### src/rtl/spi_reg_publisher.sv
// Change-driven publisher: scans sensor channels round-robin and writes a
// channel into the SPI slave register bank only when it differs from the
// value last published. It also supports an enable mask, periodic forced
// refresh and a coherent snapshot pass.
module spi_reg_publisher #(
  parameter int                N_CH           = 3,
  parameter int                DATA_W         = 32,
  parameter int                ADDR_W         = 32,
  parameter logic [ADDR_W-1:0] BASE_ADDR      = '0,
  parameter int                REFRESH_CYCLES = 0
) (
  input  logic                     clk,
  input  logic                     reset,
  input  logic [N_CH*DATA_W-1:0]   ch_data,
  input  logic [N_CH-1:0]          ch_enable,
  input  logic                     snap,
  output logic                     Data_WE,
  output logic [ADDR_W-1:0]        Data_Addr,
  output logic [DATA_W-1:0]        Data_Write,
  output logic                     snap_busy,
  output logic                     snap_done,
  output logic [15:0]              write_count
);

  localparam int IDX_W = (N_CH > 1) ? $clog2(N_CH) : 1;
  localparam logic [IDX_W-1:0] LAST_IDX = IDX_W'(N_CH - 1);

  // ST_DONE is the extra clock after the last snapshot slot that emits snap_done.
  typedef enum logic [1:0] {ST_LIVE, ST_SNAP, ST_DONE} state_t;

  state_t              state_q, state_d;
  logic [IDX_W-1:0]    idx_q, idx_d;
  logic [DATA_W-1:0]   prev_q [N_CH];
  logic [DATA_W-1:0]   prev_d [N_CH];
  logic [DATA_W-1:0]   snap_val_q [N_CH];
  logic [DATA_W-1:0]   snap_val_d [N_CH];
  logic [N_CH-1:0]     pend_q, pend_d;
  logic                we_q, we_d;
  logic [ADDR_W-1:0]   addr_q, addr_d;
  logic [DATA_W-1:0]   wdata_q, wdata_d;
  logic                busy_q, busy_d;
  logic                done_q, done_d;
  logic [15:0]         wcnt_q, wcnt_d;
  logic                refresh_tick;
  logic [ADDR_W-1:0]   slot_addr;
  logic [DATA_W-1:0]   ch_arr [N_CH];

  // Unpack the flat channel bus into one word per channel.
  for (genvar gi = 0; gi < N_CH; gi++) begin : g_unpack
    assign ch_arr[gi] = ch_data[gi*DATA_W +: DATA_W];
  end

  // Register address for the current slot; wraps modulo 2^ADDR_W.
  assign slot_addr = BASE_ADDR + ADDR_W'(idx_q);

  if (REFRESH_CYCLES > 0) begin : g_refresh
    localparam int RC_W = (REFRESH_CYCLES > 1) ? $clog2(REFRESH_CYCLES) : 1;
    localparam logic [RC_W-1:0] RC_LAST = RC_W'(REFRESH_CYCLES - 1);
    logic [RC_W-1:0] rc_q;

    // Free-running refresh period counter; terminal count marks every channel stale.
    always_ff @(posedge clk) begin
      if (reset) begin
        rc_q <= '0;
      end else if (rc_q == RC_LAST) begin
        rc_q <= '0;
      end else begin
        rc_q <= rc_q + 1'b1;
      end
    end

    assign refresh_tick = (rc_q == RC_LAST);
  end else begin : g_no_refresh
    assign refresh_tick = 1'b0;
  end

  // Slot decision: publish on change/refresh in LIVE, replay the snapshot in SNAP.
  always_comb begin
    state_d    = state_q;
    idx_d      = idx_q;
    prev_d     = prev_q;
    snap_val_d = snap_val_q;
    pend_d     = pend_q;
    we_d       = 1'b0;
    addr_d     = addr_q;
    wdata_d    = wdata_q;
    done_d     = 1'b0;
    wcnt_d     = wcnt_q;

    unique case (state_q)
      ST_LIVE: begin
        pend_d[idx_q] = 1'b0;
        if (ch_enable[idx_q] && ((ch_arr[idx_q] != prev_q[idx_q]) || pend_q[idx_q])) begin
          prev_d[idx_q] = ch_arr[idx_q];
          we_d          = 1'b1;
          addr_d        = slot_addr;
          wdata_d       = ch_arr[idx_q];
          wcnt_d        = wcnt_q + 16'd1;
        end
        idx_d = (idx_q == LAST_IDX) ? '0 : idx_q + 1'b1;
        // The live slot on the request edge still runs; the pass starts next edge.
        if (snap) begin
          snap_val_d = ch_arr;
          state_d    = ST_SNAP;
          idx_d      = '0;
        end
      end
      ST_SNAP: begin
        if (ch_enable[idx_q]) begin
          prev_d[idx_q] = snap_val_q[idx_q];
          we_d          = 1'b1;
          addr_d        = slot_addr;
          wdata_d       = snap_val_q[idx_q];
          wcnt_d        = wcnt_q + 16'd1;
        end
        if (idx_q == LAST_IDX) begin
          state_d = ST_DONE;
          idx_d   = '0;
        end else begin
          idx_d = idx_q + 1'b1;
        end
      end
      ST_DONE: begin
        done_d  = 1'b1;
        state_d = ST_LIVE;
        idx_d   = '0;
      end
      default: begin
        state_d = ST_LIVE;
        idx_d   = '0;
      end
    endcase

    // A refresh request outranks the per-slot clear.
    if (refresh_tick) begin
      pend_d = '1;
    end

    busy_d = (state_d != ST_LIVE);
  end

  // State and output registers; reset aborts any snapshot pass silently.
  always_ff @(posedge clk) begin
    if (reset) begin
      state_q <= ST_LIVE;
      idx_q   <= '0;
      pend_q  <= '0;
      we_q    <= 1'b0;
      addr_q  <= '0;
      wdata_q <= '0;
      busy_q  <= 1'b0;
      done_q  <= 1'b0;
      wcnt_q  <= '0;
      for (int k = 0; k < N_CH; k++) begin
        prev_q[k]     <= '0;
        snap_val_q[k] <= '0;
      end
    end else begin
      state_q    <= state_d;
      idx_q      <= idx_d;
      pend_q     <= pend_d;
      we_q       <= we_d;
      addr_q     <= addr_d;
      wdata_q    <= wdata_d;
      busy_q     <= busy_d;
      done_q     <= done_d;
      wcnt_q     <= wcnt_d;
      prev_q     <= prev_d;
      snap_val_q <= snap_val_d;
    end
  end

  assign Data_WE     = we_q;
  assign Data_Addr   = addr_q;
  assign Data_Write  = wdata_q;
  assign snap_busy   = busy_q;
  assign snap_done   = done_q;
  assign write_count = wcnt_q;

endmodule

### config.mk
export PLATFORM = sky130hd
export DESIGN_NAME = spi_reg_publisher
export DESIGN_NICKNAME = d
export VERILOG_FILES = /design/src/rtl/spi_reg_publisher.sv
export SDC_FILE = /design/constraint.sdc
export NUM_CORES = 1
export LEC_CHECK = 0
export ABC_AREA = 0
export CORE_MARGIN = 2
export CORE_UTILIZATION = 39
export DETAILED_ROUTE_END_ITERATION = 8
export GPL_ROUTABILITY_DRIVEN = 0
export HOLD_SLACK_MARGIN = 0.08
export SKIP_CTS_REPAIR_TIMING = 1
export SYNTH_ARGS = -nofsm -noshare
export SYNTH_HDL_FRONTEND = slang
export SYNTH_SLANG_ARGS = --single-unit
### constraint.sdc
create_clock -name clk -period 5.48 [get_ports clk]
set_input_delay 0.822 -clock clk [delete_from_list [all_inputs] [get_ports clk]]
set_output_delay 0.822 -clock clk [all_outputs]
set_load 0.1 [all_outputs]
Word level (Yosys, flattened, before mapping)
Cells that the tools add are included.

Flip-flop bits (word level): 282. Input port bits: 102. Output and inout bits: 83. Word-level logic and storage cells: 80.

$add $sub $neg: 2. $lt $le $gt $ge: 4. Eq/ne operators: 6. Mux-type cells: 41. Bitwise operators: 3. Reductions and logical operators: 9.

Operator list (count): $mux 32 (11); $bmux 32 s2 (3); $bwmux 96 (2); $mux 96 (2); $pmux 96 s2 (1); $pmux 32 s2 (2); $demux 32 s2 (1); $mux 16 (2); $ne 32x32->1 (1); $pmux 16 s2 (1); $add 16x1->16 const B (1); $mux 2 (4); $pmux 2 s2 (2); $mux 1 (6); $bmux 1 s2 (2); $eq 2x2->1 const B (2); $ne 2x2->1 const B (2); $reduce_bool 2->1 (2); $and 3x3->3 (1); $ge 3x3->1 const B (1); $logic_and 1x1->1 (3); $lt 2x3->1 const B (1); $lt 3x1->1 const B (1); $not 2->3 (1); other kinds (10) (10).

Depth between registers and ports, before layout
Word-level depth: 9. Depth in mapped cells: 14. Depth with buffers taken out: 8.

Worst setup path after synthesis
No wires, ideal clock.

Path kind: input-to-reg. From: in ch_data[50]. To: reg wcnt_q[3] (netlist: write_count[3]). Library setup time: 121 ps. Data arrival time: 2671 ps. Required time: 5359 ps. Path slack: 2688 ps. Stages on the path: 10. Path buffers: 2. Cell sequence: mux2i_1 o2bb2ai_1 xor2_1 nor4_1 o2111ai_1 o31a_1 buf_2 buf_2 nand4_1 mux2_2.

Longest elaborated chain between the ends: 8.

Ends and longest elaborated chain: from (decl) (line 14) `input logic [N_CH*DATA_W-1:0] ch_data,`; $bmux 32 s2 (line 93) `if (ch_enable[idx_q] && ((ch_arr[idx_q] != prev_q[idx_q]) || pend_q[idx_q])) begin`; $mux 32 (implied by the code) (2 in series) (line 93); $ne 32x32->1 (line 93); $logic_or 1x1->1 (line 93); $logic_and 1x1->1 (line 93); $ne 2x2->1 (no source line); $reduce_and 3->1 (no source line); to (signal assigned) (line 167) `wcnt_q <= wcnt_d;`; to (decl) (line 43) `logic [15:0] wcnt_q, wcnt_d;`.

Every way passes these cells. The select of a mux whose other input is x is not followed. A chain may end at the register's enable or synchronous reset.

Worst setup path after layout
From: reg idx_q[0]. To: reg prev_q[40] (netlist bit).

Longest elaborated chain between the ends: 9. Elaborated cells on any way between the ends: 30.

Ends and longest elaborated chain: from (decl) (line 32) `logic [IDX_W-1:0] idx_q, idx_d;`; from (signal assigned) (line 160) `idx_q <= idx_d;`; $not 2->3 (implied by the code) (line 93, 94, 110); $bmux 32 s2 (on tied branches) (line 93, 94); $mux 32 (on tied branches) (2 in series) (line 93, 94); $ne 32x32->1 (line 93); $logic_or 1x1->1 (line 93); $logic_and 1x1->1 (line 93); $ne 2x2->1 (no source line); $reduce_and 3->1 (no source line); to (signal assigned) (line 168) `prev_q <= prev_d;`; to (decl) (line 33) `logic [DATA_W-1:0] prev_q [N_CH];`.

Parallel ways exist; a longest one is shown, timed or not. The select of a mux whose other input is x is not followed.

==> metrics.md <==
| Metric | Value |
|---|---|
| Total number of vias | `10200` |
| Critical path type | `flop to flop` |
| Main synth FF type | `dfxtp_1` |
| Detailed Route Iter0 Violations | `between 600 and 700` |
| Post-DR wirelength/cell | `around 19 µm` |
| Hpwl dp | `23500 µm` |
| Status | `complete, no violations` |
| Finished Core Util | `0.473` |
| Worst hold slack | `about 0.45 ns` |
| Top Ports | `between 150 and 200` |
| CP Data Required Time | `~6 ns` |
| Yosys reg bits | `approximately 250` |
| TritonCTS clock tree | `yes` |
| Core Box Area | `~30000 µm²` |
| IO buf count | `154` |
| Num CTS Buffers | `28` |
| Slew Limit Fails | `0` |
| Worst Tran Pin Value | `1.19 ns` |
| Die Span Y | `179 µm` |
| Sw Share | `0.336` |
| Seq/Total Area, Yosys | `0.421` |
| Layout Skew | `0.0276 ns` |
| Post-synth EDFFs | `0` |
| Setup crit end kind | `flop` |
| Initial antenna violation count | `2` |
| Fmax | `239 MHz` |
| RSZ-0062 raised after global routing | `false` |
| Yosys cell types | `44` |
| Post-place setup slack | `roughly 1.3 ns` |
| Combinational power share | `0.246` |
| Final period util | `0.763` |
| Worst setup SP type | `flop` |
| Dpl cell area | `13500 µm²` |
| Root Driver | `clkbuf_16` |
| Leakage | `between 5 and 6 nW` |
| Vias in the first global route | `roughly 10000` |
| Syn. warnings | `0` |
| Largest net degree at the start of global routing | `123` |
| Die area | `32100 µm²` |
| Post-route minimum period | `roughly 4.2 ns` |
| Post-route setup TNS | `0 ns` |
| Critical Path AT | `4.63 ns` |
| Longest Clk Path Bufs | `3` |
| Cells after DPL | `1830` |
| H-tree levels | `1` |
| VDD IR max | `237 µV` |
| Post-route ant nets | `0` |
| Drt drc | `0` |
| Ranking of synthesized cells by area | `dfxtp_1, a21oi_1, mux2i_1, nand2_1, a211oi_1` |
| Gate Count Post-Synth | `1385` |
| Area grow syn2layout | `20.3%` |
| CTS Sinks | `252` |
| Global-route wire length before repair | `56300 µm` |
| Finished Layout Cells | `1880` |
| Layout net count | `1567` |
| Routed wire length | `35900 µm` |
| Ant diodes | `0` |
| Tot Pwr | `5.09 mW` |
| GRT Util Overall | `0.224` |
| Post-synth top area share | `0.421` |
| Die width | `179 µm` |
| Clk pwr share | `0.351` |
| Top-count cell post-synth | `dfxtp_1` |
| Internal power | `3.38 mW` |
| First-pass DRT Iterations | `5` |
| Mapped Area | `12000 µm²` |
| Fin area | `14400 µm²` |
| Via/cell ratio | `5.43` |
| Max Cap Viol | `0` |
| Seq pwr share | `0.403` |
| PD cells | `353 nW/µm²` |
| Initial core utilization | `0.394` |
| Most instantiated cells after synthesis | `dfxtp_1, a21oi_1, nand2_1, mux2i_1, clkbuf_1` |
| Total grt overflow | `0` |
| Async S/R FF share, synth | `0` |
| Worst setup margin | `between 1 and 1.5 ns` |
| Hold Crit Class | `flop to flop` |
| Clock slew at reported path FFs | `0.06 ns` |
| Avg Cell Area, Syn | `8.65 µm²` |
| Cell row count | `64` |
| Finish-stage setup viols | `0` |
| Final hold vios | `0` |
| CP max FO | `32` |
| Net switching power | `approximately 1.7 mW` |
| Cell taking the most area after synthesis | `dfxtp_1` |
| Relative slew slack | `0.200` |
| Proportion of layout cells with a drive suffix above 1 | `0.0856` |
| Worst skew pair latency | `0.56 ns` |
cell families after synthesis:
group | Yosys count | share of synthesized area
compound gates | 444 | 0.247
simple gates | 369 | 0.133
flops | 252 | 0.421
buf+inv | 163 | 0.0694
mux | 122 | 0.104
xor+xnor | 33 | 0.0241
fa+ha+maj | 1 | 0.00104
other cells | 1 | 0.000313
per-layer routing:
layer / GRT usage / up-vias / routed length, µm
met5: 0 / - / 20
met4: 0.0827 / 4 / 1330
met3: 0.0371 / 79 / 1670
met2: 0.392 / 251 / 17300
met1: 0.275 / 4887 / 15600
li1: - / 4989 / -
sequential cells by signal, indices dropped and copies added (netlist names):
register / cells
prev_q: 96
snap_val_q: 96
Data_Write: 32
write_count: 16
pend_q: 3
Data_Addr: 2
idx_q: 2
state_q: 2
Data_WE: 1
snap_busy: 1
snap_done: 1
power groups by stage:
stage | Sequential, mW | Clock, mW | Combinational, mW
after floorplan | 2.30 | 0 | 0.695
final | 2.05 | 1.79 | 1.25
after CTS | 2.05 | 1.83 | 1.26
after detailed placement | 2.09 | 0 | 1.25
after global placement | 2.09 | 0 | 1.25
after global routing | 2.07 | 1.90 | 1.34
cell type report:
class	count	area [µm²]
sequential	252	5050
inverter	7	26.3
clock inverter	4	31.3
multi-input combinational	999	6230
timing repair buffer	176	1740
clock buffer	46	838
tap	396	495
fill	2943	16000
final timing paths:
path         slack (ns)                          end  depth (start not counted)                        start
max                1.30      prev_q[40]$_SDFFE_PP0P_                         10          idx_q[0]$_SDFF_PP0_
min                0.45  snap_val_q[74]$_SDFFE_PP0P_                          2  snap_val_q[74]$_SDFFE_PP0P_
max reg2reg        1.30      prev_q[40]$_SDFFE_PP0P_                         10          idx_q[0]$_SDFF_PP0_
min reg2reg        0.45  snap_val_q[74]$_SDFFE_PP0P_                          2  snap_val_q[74]$_SDFFE_PP0P_
critical path: stages, from the launching register on:
cell and delay (ns):
dfxtp_4 0.72, buf_4 0.59, mux2i_1 0.24, o2bb2ai_1 0.10
xor2_1 0.18, nor4_1 0.49, o2111ai_1 0.26, o31a_2 0.62
and2_1 0.22, buf_4 0.32, a211oi_2 0.25
cell usage in the layout, fill, tap and decap left out, types with 2 or more instances in the layout:
master             n
a211oi_1          75
a211oi_2          30
a21boi_0          24
a21oi_1          230
and2_1             3
and3_1             3
buf_12             2
buf_4             20
clkbuf_1          11
clkbuf_16         28
clkbuf_8           8
clkdlybuf4s50_1  153
clkinv_2           3
conb_1            30
dfxtp_1          250
inv_1              7
mux2_2            21
mux2i_1          101
nand2_1          216
nand2b_1          14
nand3_1            3
nand3b_1           2
nand4_1            7
nand4b_1           4
nor2_1            74
nor2b_1           20
nor3_1             6
nor4_1             7
o21ai_0           15
o2bb2ai_1         62
xor2_1            32
(Power assumes the default switching activity.)
==> edit 1: new RTL, same flow settings <==
The output `snap_busy` loses its register stage (`busy_q` becomes a continuous assignment).
--- a/src/rtl/spi_reg_publisher.sv
+++ b/src/rtl/spi_reg_publisher.sv
@@ -149,5 +149,4 @@
       addr_q  <= '0;
       wdata_q <= '0;
-      busy_q  <= 1'b0;
       done_q  <= 1'b0;
       wcnt_q  <= '0;
@@ -163,5 +162,4 @@
       addr_q     <= addr_d;
       wdata_q    <= wdata_d;
-      busy_q     <= busy_d;
       done_q     <= done_d;
       wcnt_q     <= wcnt_d;
@@ -170,4 +168,6 @@
     end
   end
+
+  assign busy_q = busy_d;
 
   assign Data_WE     = we_q;
Function: changed (Yosys sat finds a counterexample within 4 cycles, from zero or initial values and one cycle with reset high).
==> edit 1 against the original RTL <==
  * Setup slack worse by 0.34 ns
  * Synthesized cell count is 3.4% higher
  * Sequential cell count is 1 lower
  * Total power is 1.9% higher
  * Synthesized area is 1.2% higher
  * Final area is 1.4% higher
  * Utilization is 0.41 points higher
  * Wire length is 5.1% higher
  * Largest cell class unchanged
  * Largest power group unchanged
==> edit 1: results (changes against the original RTL) <==
stage	metric	value	unit	change
global_routing	grt_pass1_wl	58700	µm	was 56300 µm
synth	synthArstFlopShare	0	%	unchanged
synth	ys_types	54		was 44
global_routing	grt_pass1_vias	10500		was 10100
synth	synthTopCellsByCount	nand2_1, dfxtp_1, a21oi_1		was dfxtp_1, a21oi_1, nand2_1
clocking	numCtsBuffers	28		unchanged
min_path	hold_class	reg -> reg		unchanged
route	viasPerCell	5.56		was 5.43
power	ir_drop	0.253	mV	was 0.237 mV
placement	io_buffers	154		unchanged
synth	yosys_warnings	0		unchanged
synth	seq_area_frac_synth	41.5	%	was 42.1%
synth	synth.area.top_cells	dfxtp_1, mux2i_1, nand2_1		was dfxtp_1, a21oi_1, mux2i_1
finish	layout.nets	1611		was 1567
power	power.leakage	5.65	nW	was 5.03 nW
global_routing	gr-usage-all-layers	22.5	%	was 22.4%
finish	drive_above_1_share	7.91	%	was 8.56%
worst_setup_path	crit_required	5.89	ns	was 5.93 ns
placement	dp.cells	1874		was 1830
route	first_iter_violations	789		was 616
clocking	h-tree-depth	1		unchanged
outcome	status	finished, final reports clean		unchanged
global_routing	antenna_found_initial	0		was 2
route	firstDrtPassIters	5		unchanged
route	avgRoutedWirePerCell	19.6	µm	was 19.1 µm
route	vias	10700		was 10200
clocking	cts_buffer_depth	3		unchanged
synth	syn_inst	1432		was 1385
worst_setup_path	crit_path_max_fanout	48		was 32
global_routing	grt_overflow	0		unchanged
placement	place_area	13700	µm²	was 13500 µm²
sta	fin_worst_skew	0.0118	ns	was 0.0276 ns
finish	n_antenna_cell	0		unchanged
clocking	clk_pin_slew_worst_paths	0.06	ns	about the same
global_routing	grt_max_degree	98		was 123
clocking	clock_latency	0.55	ns	
placement	pre_cts_ws	1.04	ns	was 1.34 ns
synth	synth_flop_cell	dfxtp_1		unchanged
placement	dp_hpwl	25400	µm	was 23500 µm
sta	worst_pin_slew	1.04	ns	was 1.19 ns
clocking	root_buffer	clkbuf_16		unchanged
[edit 1: cells by family (layout without fill, tap and decap cells)]
logic type / Yosys count / count (layout) / share of synthesized area, %
AO/OA/AOI/OAI: 442 / 442 / 25.3
multiplexers: 99 / 99 / 8.20
XOR/XNOR: 33 / 33 / 2.38
AND/OR/NAND/NOR: 405 / 405 / 14.3
buffers and inverters: 200 / 268 / 8.22
adder cells (fa/ha/maj): 1 / 1 / 0.103
flip-flops: 251 / 251 / 41.5
other: 1 / 30 / 0.0309
[edit 1: final timing paths]
| kind | from | slack, ns | cells past startpoint | to |
|---|---|---|---|---|
| worst max-delay path | idx_q[0]$_SDFF_PP0_ | 0.96 | 11 | prev_q[4]$_SDFFE_PP0P_ |
| worst min-delay path | pend_q[0]$_SDFFE_PP0P_ | 0.43 | 2 | pend_q[0]$_SDFFE_PP0P_ |
| worst max register to register | idx_q[0]$_SDFF_PP0_ | 0.96 | 11 | prev_q[4]$_SDFFE_PP0P_ |
| worst min register to register | pend_q[0]$_SDFFE_PP0P_ | 0.43 | 2 | pend_q[0]$_SDFFE_PP0P_ |
[edit 1: where the power goes]
group / total, mW / switching, mW / internal (mW)
Sequential: 2.03 / 0.0825 / 1.95
Clock: 1.93 / 0.771 / 1.16
Combinational: 1.22 / 0.857 / 0.366
[edit 1: critical path, stage by stage, from the launching register on]
cell and delay (ns):
dfxtp_4 0.84, buf_4 0.57, mux2i_1 0.29, o2bb2ai_1 0.13, xnor2_1 0.35, nand4_1 0.13
or3_1 0.49, o31a_2 0.52, buf_4 0.33, nand2_1 0.18, buf_4 0.36, o31ai_1 0.15
[edit 1: final cells by class]
class / instances / area, µm²
Clock buffer: 41 / 811
Timing Repair Buffer: 179 / 1760
Tap cell: 396 / 495
Multi-Input combinational cell: 1010 / 6250
Clock inverter: 10 / 125
Fill cell: 2993 / 16000
Sequential cell: 251 / 5030
Inverter: 38 / 144
[edit 1: routing by layer]
layer	track usage [%]	share of wire, %
met3	2.99	4.6
met4	7.42	3.2
met2	42.0	51
met1	26.3	41
met5	0	0
==> edit 2: new RTL, same settings <==
Without the edit above. `DATA_W`: 32 -> 36.
--- a/src/rtl/spi_reg_publisher.sv
+++ b/src/rtl/spi_reg_publisher.sv
@@ -5,5 +5,5 @@
 module spi_reg_publisher #(
   parameter int                N_CH           = 3,
-  parameter int                DATA_W         = 32,
+  parameter int                DATA_W         = 36,
   parameter int                ADDR_W         = 32,
   parameter logic [ADDR_W-1:0] BASE_ADDR      = '0,
Interface: changed (resized Data_Write and ch_data); port bits go from 185 to 201. The function was not compared with the original's and may differ.
==> edit 2 against the original RTL <==
  * Total power up 11%
  * Via count up 19%
  * Setup slack worse by 0.50 ns
  * Synthesized area up 13%
  * Wire length up 21%
  * Sequential cell count up 28
  * Sequential share of layout area down 0.59 points
  * Final area up 13%
  * Largest cell class unchanged
  * Highest routed layer unchanged
==> edit 2: results (changes against the original RTL) <==
stage	metric	value	unit	change
finish	fin_util	47.4	%	was 47.3%
finish	inv_count	5		was 7
finish	multi_input_area	7190	µm²	was 6230 µm²
power	ir_drop	0.272	mV	was 0.237 mV
route	viasPerCell	5.44		was 5.43
synth	synthTopCellsByCount	nand2_1, dfxtp_1, a21oi_1		was dfxtp_1, a21oi_1, nand2_1
synth	synth_compound_area_share	21.2	%	was 24.7%
synth	synth_fa_ha_area_share	0.0924	%	was 0.104%
worst_setup_path	crit_path_max_fanout	112		was 32
outcome	status	finished, final reports clean		unchanged
clocking	numCtsBuffers	31		was 28
global_routing	antenna_found_initial	1		was 2
global_routing	grt_max_degree	143		was 123
route	first_iter_violations	781		was 616
finish	clk_share	5.91	%	was 6.04%
route	met1_length	17700	µm	was 15600 µm
synth	synthMuxAreaShare	8.45	%	was 10.4%
finish	layout.nets	1870		was 1567
placement	pre_cts_ws	1.02	ns	was 1.34 ns
power	power.leakage	5.70	nW	was 5.03 nW
finish	seqCellArea	5610	µm²	was 5050 µm²
synth	syn_inst	1677		was 1385
global_routing	gr-usage-all-layers	23.5	%	was 22.4%
placement	place_area	15300	µm²	was 13500 µm²
finish	nFlopsAndLatches	280		was 252
global_routing	use_met2	41.9	%	was 39.2%
placement	dp.cells	2177		was 1830
placement	dp_hpwl	28500	µm	was 23500 µm
synth	synth_xor_area_share	2.46	%	was 2.41%
finish	nonClkBufAreaFrac	11.9	%	was 12.0%
global_routing	grt_util_met3	3.75	%	was 3.71%
synth	ys_types	42		was 44
global_routing	grt_pass1_wl	67000	µm	was 56300 µm
route	wl	43500	µm	was 35900 µm
-- edit 2: power by group through the flow --
| stage | clock network, mW | registers (mW) | logic, mW |
|---|---|---|---|
| floorplan | 0 | 2.52 | 0.745 |
| global placement | 0 | 2.31 | 1.34 |
| detailed placement | 0 | 2.31 | 1.35 |
| CTS | 2.04 | 2.27 | 1.35 |
| global route | 2.14 | 2.29 | 1.44 |
| finish | 2.00 | 2.27 | 1.35 |
-- edit 2: final timing paths --
path / from / end / slack, ns
setup / recovery: idx_q[0]$_SDFF_PP0_ / prev_q[56]$_SDFFE_PP0P_ / 0.80
hold / removal: pend_q[1]$_SDFFE_PP0P_ / pend_q[1]$_SDFFE_PP0P_ / 0.45
setup reg to reg: idx_q[0]$_SDFF_PP0_ / prev_q[56]$_SDFFE_PP0P_ / 0.80
hold reg to reg: pend_q[1]$_SDFFE_PP0P_ / pend_q[1]$_SDFFE_PP0P_ / 0.45
